<file path="config.mk">
export PLATFORM = sky130hd
export DESIGN_NAME = ex_mem_skid_reg_flat
export DESIGN_NICKNAME = d
export VERILOG_FILES = /design/src/rtl/mips_pipe_pkg.sv /design/src/rtl/ex_mem_skid_reg_if.sv /design/src/rtl/ex_mem_slot.sv /design/src/rtl/ex_mem_skid_reg.sv /design/src/flat_wrapper.sv
export SDC_FILE = /design/constraint.sdc
export NUM_CORES = 1
export LEC_CHECK = 0
export CAP_MARGIN = 20
export CORE_MARGIN = 2
export CORE_UTILIZATION = 40
export DETAILED_ROUTE_END_ITERATION = 10
export GPL_TIMING_DRIVEN = 0
export HOLD_SLACK_MARGIN = 0.15
export PLACE_DENSITY = 0.66
export SLEW_MARGIN = 20
export SYNTH_ARGS = -nofsm -noshare
export SYNTH_HDL_FRONTEND = slang
export SYNTH_SLANG_ARGS = --single-unit
</file>
<file path="constraint.sdc">
create_clock -name clk -period 9.6 [get_ports clk]
set_input_delay 1.92 -clock clk [delete_from_list [all_inputs] [get_ports clk]]
set_output_delay 1.92 -clock clk [all_outputs]
set_load 0.03 [all_outputs]
</file>
<file path="src/rtl/mips_pipe_pkg.sv">
// Shared definitions for the MIPS pipeline registers.
// Holds the field widths of the EX/MEM payload, the packed payload struct,
// the bubble control values and the occupancy encoding of the skid register.
// No ports: this file is a package imported by the EX/MEM stage files.
package mips_pipe_pkg;

    localparam int WB_W   = 2;
    localparam int M_W    = 3;
    localparam int DATA_W = 32;
    localparam int REG_W  = 5;

    typedef struct packed {
        logic [WB_W-1:0]   wb;
        logic [M_W-1:0]    m;
        logic [DATA_W-1:0] pc;
        logic              zero;
        logic [DATA_W-1:0] alu;
        logic [DATA_W-1:0] wdata;
        logic [REG_W-1:0]  wreg;
    } ex_mem_t;

    // A bubble is any payload whose control fields are zero: it can neither
    // write the register file nor touch memory.
    localparam logic [WB_W-1:0] BUBBLE_WB = '0;
    localparam logic [M_W-1:0]  BUBBLE_M  = '0;

    // How many instructions the stage currently holds.
    typedef enum logic [1:0] {
        OCC_EMPTY = 2'd0,
        OCC_MAIN  = 2'd1,
        OCC_FULL  = 2'd2
    } occ_e;

    // Turn a payload into a bubble while keeping its data fields.
    function automatic ex_mem_t make_bubble(input ex_mem_t p);
        ex_mem_t r;
        r    = p;
        r.wb = BUBBLE_WB;
        r.m  = BUBBLE_M;
        return r;
    endfunction

endpackage

</file>
<file path="src/rtl/ex_mem_skid_reg_if.sv">
// Handshake and payload bundle between EX, the EX/MEM skid register and MEM.
// Upstream side : in_valid, in_ready, flush, WB, M, PC, zero, ALUresult,
//                 writeData, writeRegister.
// Downstream side: out_ready, valid_output and the *_output payload fields.
// modport slave  : the pipeline register itself.
// modport master : the environment driving it (EX + MEM).
interface ex_mem_skid_reg_if;
    import mips_pipe_pkg::*;

    logic              in_valid;
    logic              in_ready;
    logic              flush;
    logic [WB_W-1:0]   WB;
    logic [M_W-1:0]    M;
    logic [DATA_W-1:0] PC;
    logic              zero;
    logic [DATA_W-1:0] ALUresult;
    logic [DATA_W-1:0] writeData;
    logic [REG_W-1:0]  writeRegister;

    logic              out_ready;
    logic              valid_output;
    logic [WB_W-1:0]   WB_output;
    logic [M_W-1:0]    M_output;
    logic [DATA_W-1:0] PC_output;
    logic              zero_output;
    logic [DATA_W-1:0] ALUresult_output;
    logic [DATA_W-1:0] writeData_output;
    logic [REG_W-1:0]  writeRegister_output;

    modport slave (
        input  in_valid, flush, WB, M, PC, zero, ALUresult, writeData,
               writeRegister, out_ready,
        output in_ready, valid_output, WB_output, M_output, PC_output,
               zero_output, ALUresult_output, writeData_output,
               writeRegister_output
    );

    modport master (
        output in_valid, flush, WB, M, PC, zero, ALUresult, writeData,
               writeRegister, out_ready,
        input  in_ready, valid_output, WB_output, M_output, PC_output,
               zero_output, ALUresult_output, writeData_output,
               writeRegister_output
    );

endinterface

</file>
<file path="src/rtl/ex_mem_slot.sv">
// One EX/MEM payload register, used for both the main and the skid entry.
// Ports:
//   clk, rst     clock and asynchronous active-high reset (clears to zero)
//   load         capture d on the next rising edge
//   clear_ctrl   zero the WB/M control fields, keep the data fields;
//                wins over load so a killed instruction never lands
//   d, q         payload in / registered payload out
module ex_mem_slot
    import mips_pipe_pkg::*;
(
    input  logic    clk,
    input  logic    rst,
    input  logic    load,
    input  logic    clear_ctrl,
    input  ex_mem_t d,
    output ex_mem_t q
);

    always_ff @(posedge clk or posedge rst) begin
        if (rst) begin
            q <= '0;
        end else if (clear_ctrl) begin
            q <= make_bubble(q);
        end else if (load) begin
            q <= d;
        end
    end

endmodule

</file>
<file path="src/rtl/ex_mem_skid_reg.sv">
// EX/MEM pipeline register with valid bit, flush-to-bubble and a two-entry
// skid buffer. The main slot drives MEM; the skid slot catches the one
// instruction EX may send in the cycle MEM first stalls, which lets in_ready
// be a plain flop instead of a combinational function of out_ready.
// Ports:
//   clk  rising-edge clock
//   rst  asynchronous active-high reset, empties both slots
//   bus  ex_mem_skid_reg_if.slave: upstream valid/ready/flush + payload,
//        downstream out_ready/valid_output + registered payload
module ex_mem_skid_reg
    import mips_pipe_pkg::*;
(
    input  logic                  clk,
    input  logic                  rst,
    ex_mem_skid_reg_if.slave      bus
);

    occ_e    occ;
    occ_e    occ_next;
    logic    valid_q;
    logic    in_ready_q;

    logic    accept;
    logic    emit;

    logic    main_load;
    logic    main_clr;
    ex_mem_t main_d;
    ex_mem_t main_q;

    logic    skid_load;
    logic    skid_clr;
    ex_mem_t skid_q;

    ex_mem_t in_payload;

    assign in_payload = '{
        wb:    bus.WB,
        m:     bus.M,
        pc:    bus.PC,
        zero:  bus.zero,
        alu:   bus.ALUresult,
        wdata: bus.writeData,
        wreg:  bus.writeRegister
    };

    assign accept = bus.in_valid & in_ready_q;
    assign emit   = valid_q & bus.out_ready;

    // Decide what each slot does this cycle and where occupancy goes.
    // Flush overrides everything: both slots become bubbles and any offered
    // instruction is dropped. An emit that coincides with flush still counts
    // for MEM because MEM samples the current outputs before the edge.
    always_comb begin
        occ_next  = occ;
        main_load = 1'b0;
        main_clr  = 1'b0;
        main_d    = in_payload;
        skid_load = 1'b0;
        skid_clr  = 1'b0;

        if (bus.flush) begin
            occ_next = OCC_EMPTY;
            main_clr = 1'b1;
            skid_clr = 1'b1;
        end else begin
            case (occ)
                OCC_EMPTY: begin
                    if (accept) begin
                        main_load = 1'b1;
                        occ_next  = OCC_MAIN;
                    end
                end
                OCC_MAIN: begin
                    if (accept && emit) begin
                        main_load = 1'b1;
                    end else if (accept) begin
                        skid_load = 1'b1;
                        occ_next  = OCC_FULL;
                    end else if (emit) begin
                        // Leaving empty: scrub control so the idle output is a bubble.
                        main_clr = 1'b1;
                        occ_next = OCC_EMPTY;
                    end
                end
                OCC_FULL: begin
                    if (emit) begin
                        main_load = 1'b1;
                        main_d    = skid_q;
                        skid_clr  = 1'b1;
                        occ_next  = OCC_MAIN;
                    end
                end
                default: begin
                    occ_next = OCC_EMPTY;
                    main_clr = 1'b1;
                    skid_clr = 1'b1;
                end
            endcase
        end
    end

    // Occupancy state plus its registered decodes. valid and ready are
    // computed from the next state so both are clean flop outputs.
    always_ff @(posedge clk or posedge rst) begin
        if (rst) begin
            occ        <= OCC_EMPTY;
            valid_q    <= 1'b0;
            in_ready_q <= 1'b1;
        end else begin
            occ        <= occ_next;
            valid_q    <= (occ_next != OCC_EMPTY);
            in_ready_q <= (occ_next != OCC_FULL);
        end
    end

    ex_mem_slot u_main (
        .clk        (clk),
        .rst        (rst),
        .load       (main_load),
        .clear_ctrl (main_clr),
        .d          (main_d),
        .q          (main_q)
    );

    ex_mem_slot u_skid (
        .clk        (clk),
        .rst        (rst),
        .load       (skid_load),
        .clear_ctrl (skid_clr),
        .d          (in_payload),
        .q          (skid_q)
    );

    assign bus.in_ready             = in_ready_q;
    assign bus.valid_output         = valid_q;
    assign bus.WB_output            = main_q.wb;
    assign bus.M_output             = main_q.m;
    assign bus.PC_output            = main_q.pc;
    assign bus.zero_output          = main_q.zero;
    assign bus.ALUresult_output     = main_q.alu;
    assign bus.writeData_output     = main_q.wdata;
    assign bus.writeRegister_output = main_q.wreg;

endmodule

</file>
<file path="src/flat_wrapper.sv">
// flat-port wrapper written by rule: the top's interface ports become plain ports
module ex_mem_skid_reg_flat import mips_pipe_pkg::*;
  (clk, rst, bus_in_valid, bus_flush, bus_WB, bus_M, bus_PC, bus_zero, bus_ALUresult, bus_writeData, bus_writeRegister, bus_out_ready, bus_in_ready, bus_valid_output, bus_WB_output, bus_M_output, bus_PC_output, bus_zero_output, bus_ALUresult_output, bus_writeData_output, bus_writeRegister_output);
  ex_mem_skid_reg_if bus_i ();
  input  logic clk;
  input  logic rst;
  input wire logic [$bits(bus_i.in_valid)-1:0] bus_in_valid;
  input wire logic [$bits(bus_i.flush)-1:0] bus_flush;
  input wire logic [$bits(bus_i.WB)-1:0] bus_WB;
  input wire logic [$bits(bus_i.M)-1:0] bus_M;
  input wire logic [$bits(bus_i.PC)-1:0] bus_PC;
  input wire logic [$bits(bus_i.zero)-1:0] bus_zero;
  input wire logic [$bits(bus_i.ALUresult)-1:0] bus_ALUresult;
  input wire logic [$bits(bus_i.writeData)-1:0] bus_writeData;
  input wire logic [$bits(bus_i.writeRegister)-1:0] bus_writeRegister;
  input wire logic [$bits(bus_i.out_ready)-1:0] bus_out_ready;
  output wire logic [$bits(bus_i.in_ready)-1:0] bus_in_ready;
  output wire logic [$bits(bus_i.valid_output)-1:0] bus_valid_output;
  output wire logic [$bits(bus_i.WB_output)-1:0] bus_WB_output;
  output wire logic [$bits(bus_i.M_output)-1:0] bus_M_output;
  output wire logic [$bits(bus_i.PC_output)-1:0] bus_PC_output;
  output wire logic [$bits(bus_i.zero_output)-1:0] bus_zero_output;
  output wire logic [$bits(bus_i.ALUresult_output)-1:0] bus_ALUresult_output;
  output wire logic [$bits(bus_i.writeData_output)-1:0] bus_writeData_output;
  output wire logic [$bits(bus_i.writeRegister_output)-1:0] bus_writeRegister_output;
  assign bus_i.in_valid = bus_in_valid;
  assign bus_i.flush = bus_flush;
  assign bus_i.WB = bus_WB;
  assign bus_i.M = bus_M;
  assign bus_i.PC = bus_PC;
  assign bus_i.zero = bus_zero;
  assign bus_i.ALUresult = bus_ALUresult;
  assign bus_i.writeData = bus_writeData;
  assign bus_i.writeRegister = bus_writeRegister;
  assign bus_i.out_ready = bus_out_ready;
  assign bus_in_ready = bus_i.in_ready;
  assign bus_valid_output = bus_i.valid_output;
  assign bus_WB_output = bus_i.WB_output;
  assign bus_M_output = bus_i.M_output;
  assign bus_PC_output = bus_i.PC_output;
  assign bus_zero_output = bus_i.zero_output;
  assign bus_ALUresult_output = bus_i.ALUresult_output;
  assign bus_writeData_output = bus_i.writeData_output;
  assign bus_writeRegister_output = bus_i.writeRegister_output;
  ex_mem_skid_reg u_core (.clk(clk), .rst(rst), .bus(bus_i));
endmodule
</file>
# After elaboration in Yosys (flattened, before gate mapping)
# Cells that the tools add are included.
# word_totals
regBits,218
in_bits,112
output_inout_bits,109
elab_cells,61
# classes
eq_ne,3
mux,28
bitwise,4
n_reduce_logical,9
# op_table
op,count
$mux W107,7
$mux W2,6
$mux W1,11
$pmux W2 S3,1
$reduce_bool A2 Y1,3
$pmux W1 S2,2
$reduce_and A2 Y1,2
$reduce_or A2 Y1,2
$pmux W1 S3,1
$and A1 B1 Y1,2
$eq A2 B1 Y1 const B,1
$eq A2 B2 Y1 const B,1
$logic_not A2 Y1,1
$ne A2 B2 Y1 const B,1
$not A1 Y1,2
$logic_and A1 B1 Y1,1

# Logic depth before layout (Yosys ltp)
# logic_depth
ltp_word,8
depth_mapped,7
ltp_nobuf,4

# Cells and area by module
# From an unflattened synthesis, not the netlist that was laid out.
# unflattened
hier_cells,615
area_unflattened_um2,10560.1
# by_module_without_submodules
module,n_inst,cells_each,area_per_inst_um2,seq_area_each_um2
ex_mem_slot,2,233,4419.2,2677.6
ex_mem_skid_reg,1,149,1721.7,101.3

# Worst setup path after synthesis
# No wires, ideal clock.
# synth_timing
kind,input-to-reg
from,input bus_flush
to,register u_core.u_main.q[54] in the netlist's numbering
setup_ns,0.125
arrival_time_ns,3.260
t_required_ns,9.475
setup_slack_ns,6.215
path_stages,7
n_path_buf,4
cell_sequence,buf_2 nor3b_2 buf_6 buf_6 buf_6 mux2_2 mux2_2
# synth_via
elab_chain_len,3
word_cells_on_any_way,5
classes_between,mux (3); bitwise (1); reduce/logical (1)
# synth_rtl
element,line,source
from (decl),flat_wrapper.sv:8,input wire logic [$bits(bus_i.flush)-1:0] bus_flush;
$mux W1,ex_mem_skid_reg.sv:62,if (bus.flush) begin
$not A1 Y1 (no line),-,
$reduce_and A2 Y1 (no line),-,
to (signal assigned),ex_mem_slot.sv:23,q <= make_bubble(q);
to (decl),ex_mem_slot.sv:16,output ex_mem_t q
# Several ways; a longest one is shown, not always the timed one.
# A chain may end at the register's enable or synchronous reset.

# Final worst setup path
# layout_timing
from,input bus_in_valid
to,register u_core.u_skid.q[14] in the netlist's numbering
# layout_via
elab_chain_len,6
word_cells_on_any_way,7
classes_between,mux (4); bitwise (1); reduce/logical (2)
# layout_rtl
element,line,source
from (decl),flat_wrapper.sv:7,input wire logic [$bits(bus_i.in_valid)-1:0] bus_in_valid;
$and A1 B1 Y1 (*),ex_mem_skid_reg.sv:47,assign accept = bus.in_valid & in_ready_q;
$mux W1 / $logic_and A1 B1 Y1 (equally long branches),"ex_mem_skid_reg.sv:77, ex_mem_skid_reg.sv:75",
$mux W1 (*),ex_mem_skid_reg.sv:75,if (accept && emit) begin
$mux W1 (*),ex_mem_skid_reg.sv:67,case (occ)
$mux W1 (*),ex_mem_skid_reg.sv:62,
$reduce_and A2 Y1 (no line) (*),-,
to (signal assigned),ex_mem_slot.sv:23,
to (decl),ex_mem_slot.sv:16,
# Mark *: on every way between the ends. The rest lies on a longest branch, timed or not.

==> flow_summary.yaml <==
clock_network:
  clock-sinks: 218
  clock_latency_ns: 0.52
  cts_buffers: 25
  clk_pin_slew_ns: 0.05
  cts_tree: "built"
  clock-root-buffer: "clkbuf_16"
  cts_resized: 0
  hold_buffers: 0
  cts_setup_buffers: 0
  clockBufferDepth: 3
  htreeDepth: 1
timing:
  tightest_slew_ns: 0.741
  fin_setup_tns_ns: 0
  hold_viol_final: 0
  worst_slack_ns: 5.63
  finalMaxSlewViolations: 0
  period_minus_slack_ns: 3.97
  hold_slack_ns: 0.479
  min_period_over_period_pct: 41.3
  clock.fmax_mhz: 252
  rsz0062_at_grt: "false"
  setup_violations: 0
  worst_clock_skew_ns: 0.0245
  slew_headroom_pct: 50.2
placement:
  port_buffers: 219
  place_hpwl_um: 15800
  place_inst: 1143
  dp_slack_ns: 5.05
  gp_congestion: 0.805
worst_setup_path:
  path_max_fanout: 10
  worst_ep_arrival_time_ns: 4.34
  required_ns: 9.98
  critPathLaunchType: "primary input"
  crit_path_end_kind: "flip-flop"
  path_class: "primary input to flip-flop"
route:
  drt_pass1_iterations: 4
  drtIter0Drc: 187
  route.detailed.drc: 0
  routedWlPerCell_um: 18.6
  vias: 5835
  vias_per_cell: 4.91
  drt-met1-wl_um: 9150
  wl_met3_um: 1110
  dr.max_layer_used: "met4"
  drtAntennaViolNets: 0
  wl_met2_um: 11400
  routed_wl_um: 22100
power_and_ir_drop:
  ir_drop_mv: 0.121
  p_leak_uw: 0.00541
  power_density_nw_per_um2: 264
  power_uw: 3450
synth:
  seq_area_frac_synth_pct: 57.5
  yosysWarnings: 0
  synthFlopType: "dfrtp_1"
  syn-cell-area_um2: 9490
  synth-edff-count: 0
  ys_ff_latch: 218
  syn_inst: 603
  syn_nets: 715
  async_flop_share_pct: 100
  synth_cell_types: 26
  syn-mean-instance-area_um2: 15.7
grt:
  grt_pass1_wl_um: 34700
  grt_usage_pct: 17.6
  antenna_found_initial: 0
  first_global_vias: 6418
  gr-total-overflow: 0
  grt_max_degree: 95
outcome:
  status: "complete, no violations"
floorplan:
  io_pins: 221
  dieHeight_um: 158
  die_w_um: 158
  initial_utilization_pct: 40.6
  dieArea_um2: 25000
  core_um2: 23400
  num_rows: 56
final_layout:
  antennaDiodeCount: 0
  layout.cells.non_filler: 1189
  drive_above_1_share_pct: 43.1
  num-nets-final: 963
  fillers: 1962
  area_delta_synth_final_pct: 37.5
worst_hold_path:
  hp-class: "flip-flop to flip-flop"
flow_run:
  maxCapViolCount: 0
-- cells in the mapped netlist (all sizes together) (2+ instances only) --
cell / count / area (um^2)
a21oi: 6 / 41.3
nor2b: 2 / 20.0
a22o: 10 / 87.6
nand2: 4 / 15.0
buf: 35 / 234
inv: 2 / 7.51
dfrtp: 217 / 5430
nand2b: 2 / 12.5
mux2: 311 / 3500
nor2: 3 / 11.3
-- routing by layer --
layer  vias to the layer above  global-route usage, %
li1                       2693                      -
met1                      2961                   21.8
met2                       139                   31.5
met3                        42                   3.28
met4                         0                   4.85
met5                         -                      0
-- power breakdown --
part / internal, uW / switching, uW
combinational: 527 / 498
sequential: 1240 / 164
clock: 647 / 372
total: 2410 / 1030
-- worst paths after layout --
check / slack [ns] / depth (start not counted) / end / from
setup / recovery: 5.63 / 6 / u_core.u_skid.q[14]$_DFFE_PP0P_ / bus_in_valid
hold / removal: 0.48 / 1 / u_core.u_skid.q[22]$_DFFE_PP0P_ / u_core.u_skid.q[22]$_DFFE_PP0P_
setup reg to reg: 7.06 / 5 / u_core.u_skid.q[14]$_DFFE_PP0P_ / u_core.bus.in_ready$_DFF_PP1_
hold reg to reg: 0.48 / 1 / u_core.u_skid.q[22]$_DFFE_PP0P_ / u_core.u_skid.q[22]$_DFFE_PP0P_
max in group asynchronous: 6.60 / 4 / u_core.u_skid.q[20]$_DFFE_PP0P_ / rst
min in group asynchronous: 1.83 / 2 / u_core.u_main.q[64]$_DFFE_PP0P_ / rst
-- kinds of logic (layout without fill, tap and decap cells) --
group	after synthesis	count (layout)	synth area share (%)
DFF	218	218	57.5
muxes	312	312	37.0
and+or+nand+nor	16	16	1.20
buffers and inverters	37	304	2.54
AOI/OAI and AO/OA	20	20	1.77
-- state kept, by name, summed over array words and instances, names as in the netlist --
| register | cells |
|---|---|
| u_core.bus.in_ready | 1 |
| u_core.bus.valid_output | 1 |
| u_core.occ | 2 |
| u_core.u_main.q | 107 |
| u_core.u_skid.q | 107 |
-- cell usage in the layout, fill, tap and decap left out, drive strengths merged --
cell	Yosys	routed
nor4	1	1
nand2b	2	2
and2	1	1
clkinv	0	3
clkbuf	0	35
mux2	311	311
o21ai	1	1
a22o	10	10
nand2	4	4
dfrtp	217	217
a21bo	1	1
nor2b	2	2
or3	1	1
o21bai	1	1
dfstp	1	1
bufinv	0	4
a32oi	1	1
a21oi	6	6
nor2	3	3
and3b	1	1
clkdlybuf4s50	0	219
clkinvlp	0	3
nor3b	1	1
mux2i	1	1
buf	35	37
inv	2	3
-- worst max-delay path: stages --
cell	delay, ns
clkdlybuf4s50_1	0.56
nand2_1	0.19
nor4_4	0.67
buf_2	0.39
buf_4	0.25
mux2_1	0.35
-- layout make-up --
type / instances / area, um^2 / area share, %
plain buffers: 35 / 234 / 1.79
clock buffers: 35 / 743 / 5.69
clock inverters: 11 / 166 / 1.27
inverters: 2 / 15.0 / 0.115
multi-input cells: 348 / 3790 / 29.1
flip-flops and latches: 218 / 5460 / 41.8
well taps: 319 / 399 / 3.06
repair buffers: 221 / 2250 / 17.2
-- stage by stage --
stage                     utilization [%]  area [um^2]
after floorplan                         -         9490
after global placement               51.6        12100
after detailed placement             51.9        12100
after CTS                            55.8        13100
after global routing                 55.8        13100
final                                55.8        13100
No activity file was read; power rests on OpenSTA's default activity.
==> variant (config.mk and constraints unchanged) <==
Set the package constant `M_W` to 5 (it was 3).
--- a/src/rtl/mips_pipe_pkg.sv
+++ b/src/rtl/mips_pipe_pkg.sv
@@ -5,7 +5,7 @@
 package mips_pipe_pkg;
 
     localparam int WB_W   = 2;
-    localparam int M_W    = 3;
+    localparam int M_W    = 5;
     localparam int DATA_W = 32;
     localparam int REG_W  = 5;
 
Interface: changed (resized bus_M and bus_M_output); port bits go from 221 to 225. The function was not compared with the original's and may differ.
==> variant against the original RTL <==
- largest power group unchanged
- clock power shrank 9%
- wire length shrank 0.75%
- sequential cell count grew 4
- critical path type is now register to output port
- register-to-register slack gained 340 ps
- worst setup slack gained 280 ps
- area after synthesis grew 2.1%
- global-route usage shrank 0.34 points
- cell area grew 1.0%
- power shrank 1.6%
==> variant: results (changes against the original RTL) <==
| Metric | Value |
|---|---|
| Worst-margin pin slew | 604 ps (-137 ps) |
| Async SR Flop Fraction | 100% (unchanged) |
| Root Driver | clkbuf_16 |
| Post-cts sizing count | 0 (unchanged) |
| Yosys warnings | 0 (unchanged) |
| Worst VDD drop | 153 µV (+26%) |
| Worst reg2reg endpoint | u_core.u_main.q[58]$_DFFE_PP0P_ |
| Min-delay worst type | register to register |
| First-pass GRT wire length | 36.0 mm (+3.9%) |
| Worst setup EP type | output port |
| Setup Skew | 13.8 ps (-10.6 ps) |
| Syn_nets | 728 (+1.8%) |
| First-iteration detailed-routing DRC count | 194 (+3.7%) |
| Detailed Place HPWL | 15.7 mm (-0.88%) |
| Initial antenna violation count | 0 (unchanged) |
| Post-synth cell types | 27 (+3.8%) |
| Detailed-route via count | 5941 (+1.8%) |
| Post-synth top cells | 307 x mux2_2, 221 x dfrtp_1, 20 x buf_4 |
| Placer Congestion | 0.807 (+0.20%) |
| Top cells by area, synth | dfrtp_1 57%, mux2_2 36%, buf_4 1.5% |
| Largest delay contributor family on the critical path | buffers and inverters |
| Pin count of the biggest net entering global routing | 104 (+9.5%) |
| Hold Path Stages | 1 (unchanged) |
| Placed Area | 12400 µm² (+2.0%) |
| WL per Instance | 18.3 µm (-1.7%) |
| Fin nets | 980 (+1.8%) |
| Avg Cell Area, Syn | 15.8 µm² (+0.28%) |
| Worst reg2reg path startpoint | u_core.occ[0]$_DFF_PP0_ |
| Clock Path Buffers | 3 (unchanged) |
| Status | complete, no violations |
| Cell Count Post-Placement | 1158 (+1.3%) |
| Final wirelength | 22.0 mm (-0.75%) |
| Critical path data arrival time | 1770 ps (-2570 ps) |
| Total global-route track usage | 17.3% (-0.34 points) |
| TNS Setup | 0 ps (unchanged) |
| Vias in the first global route | 6630 (+3.3%) |
| Pre-Repair DR Iteration Count | 5 (+1) |
| Max Fanout on Critical Path | 4 (-6) |
| Slowest stage cell, crit path | clkdlybuf4s50_1 |
| Setup crit start | u_core.bus.in_ready$_DFF_PP1_ |
| Reg clk slew, reported paths | 60 ps |
| Clock Latency Late Sink | 520 ps (about the same) |
| End of the critical path | bus_in_ready |
| Worst Hold End | u_core.u_skid.q[102]$_DFFE_PP0P_ |
| CTS Buf Count | 25 (unchanged) |
| Reg2reg setup slack | 7400 ps (+340 ps) |
| Layout cells sized above 1 | 45.2% (+2.1 points) |
| Hold path start | u_core.u_skid.q[102]$_DFFE_PP0P_ |
| Top flop regs | u_core.u_main.q (109), u_core.u_skid.q (109), u_core.occ (2) |
| Sequential element share of the synthesized area | 57.3% (-0.15 points) |
| Leak Pwr | 5.47 nW (+1.2%) |
| I/O Buffers | 223 (+1.8%) |
| Max stage delay on crit path | 710 ps (+40 ps) |
| Postcts setup bufs | 0 (unchanged) |
| Worst r2r path cells | 6 (+1) |
-- variant: changes by cell type in the layout (fill, tap and decap cells not counted), sizes merged --
| cell | before | now |
|---|---|---|
| a22o | 10 | 14 |
| clkdlybuf4s50 | 219 | 223 |
| dfrtp | 217 | 221 |
| buf | 37 | 38 |
| clkinv | 3 | 7 |
| clkbuf | 35 | 31 |
| clkinvlp | 3 | 1 |
| bufinv | 4 | 2 |
| mux2 | 311 | 313 |
-- variant: stage by stage --
stage	util (%)	hold slack, ps	total power, mW	setup WS, ps
finish	55.8	498	3.39	5910
global route	55.8	510	3.57	5860
floorplan	-	460	2.04	1600
detailed placement	52.5	477	2.49	5440
global placement	52.2	480	2.44	-918
CTS	55.8	500	3.44	5880
-- variant: report_power, final --
| part | internal, mW | switching (mW) |
|---|---|---|
| sequential | 1.26 | 0.161 |
| combinational | 0.544 | 0.501 |
| clock | 0.558 | 0.371 |
-- variant: cell type report --
class	count	area (µm²)
inverters	2	15.0
clock buffers	31	688
flip-flops and latches	222	5560
multi-input cells	354	3860
plain buffers	36	269
well taps	319	399
repair buffers	225	2290
fillers	1943	10400
clock inverters	11	111
-- variant: routing by layer --
metal  routed length, µm  part of all wire [%]  GRT usage [%]
met3                1290                   5.9           4.10
met1                9130                    42           21.4
met5                   0                     0              0
met2               11000                    50           29.9
met4                 527                   2.4           5.54
-- variant: cells by family after synthesis --
group,count (synthesis),synth area share (%)
multiplexers,314,36.7
AND/OR/NAND/NOR,16,1.02
AO/OA/AOI/OAI,24,2.09
flip-flops,222,57.3
buffers and inverters,38,2.85
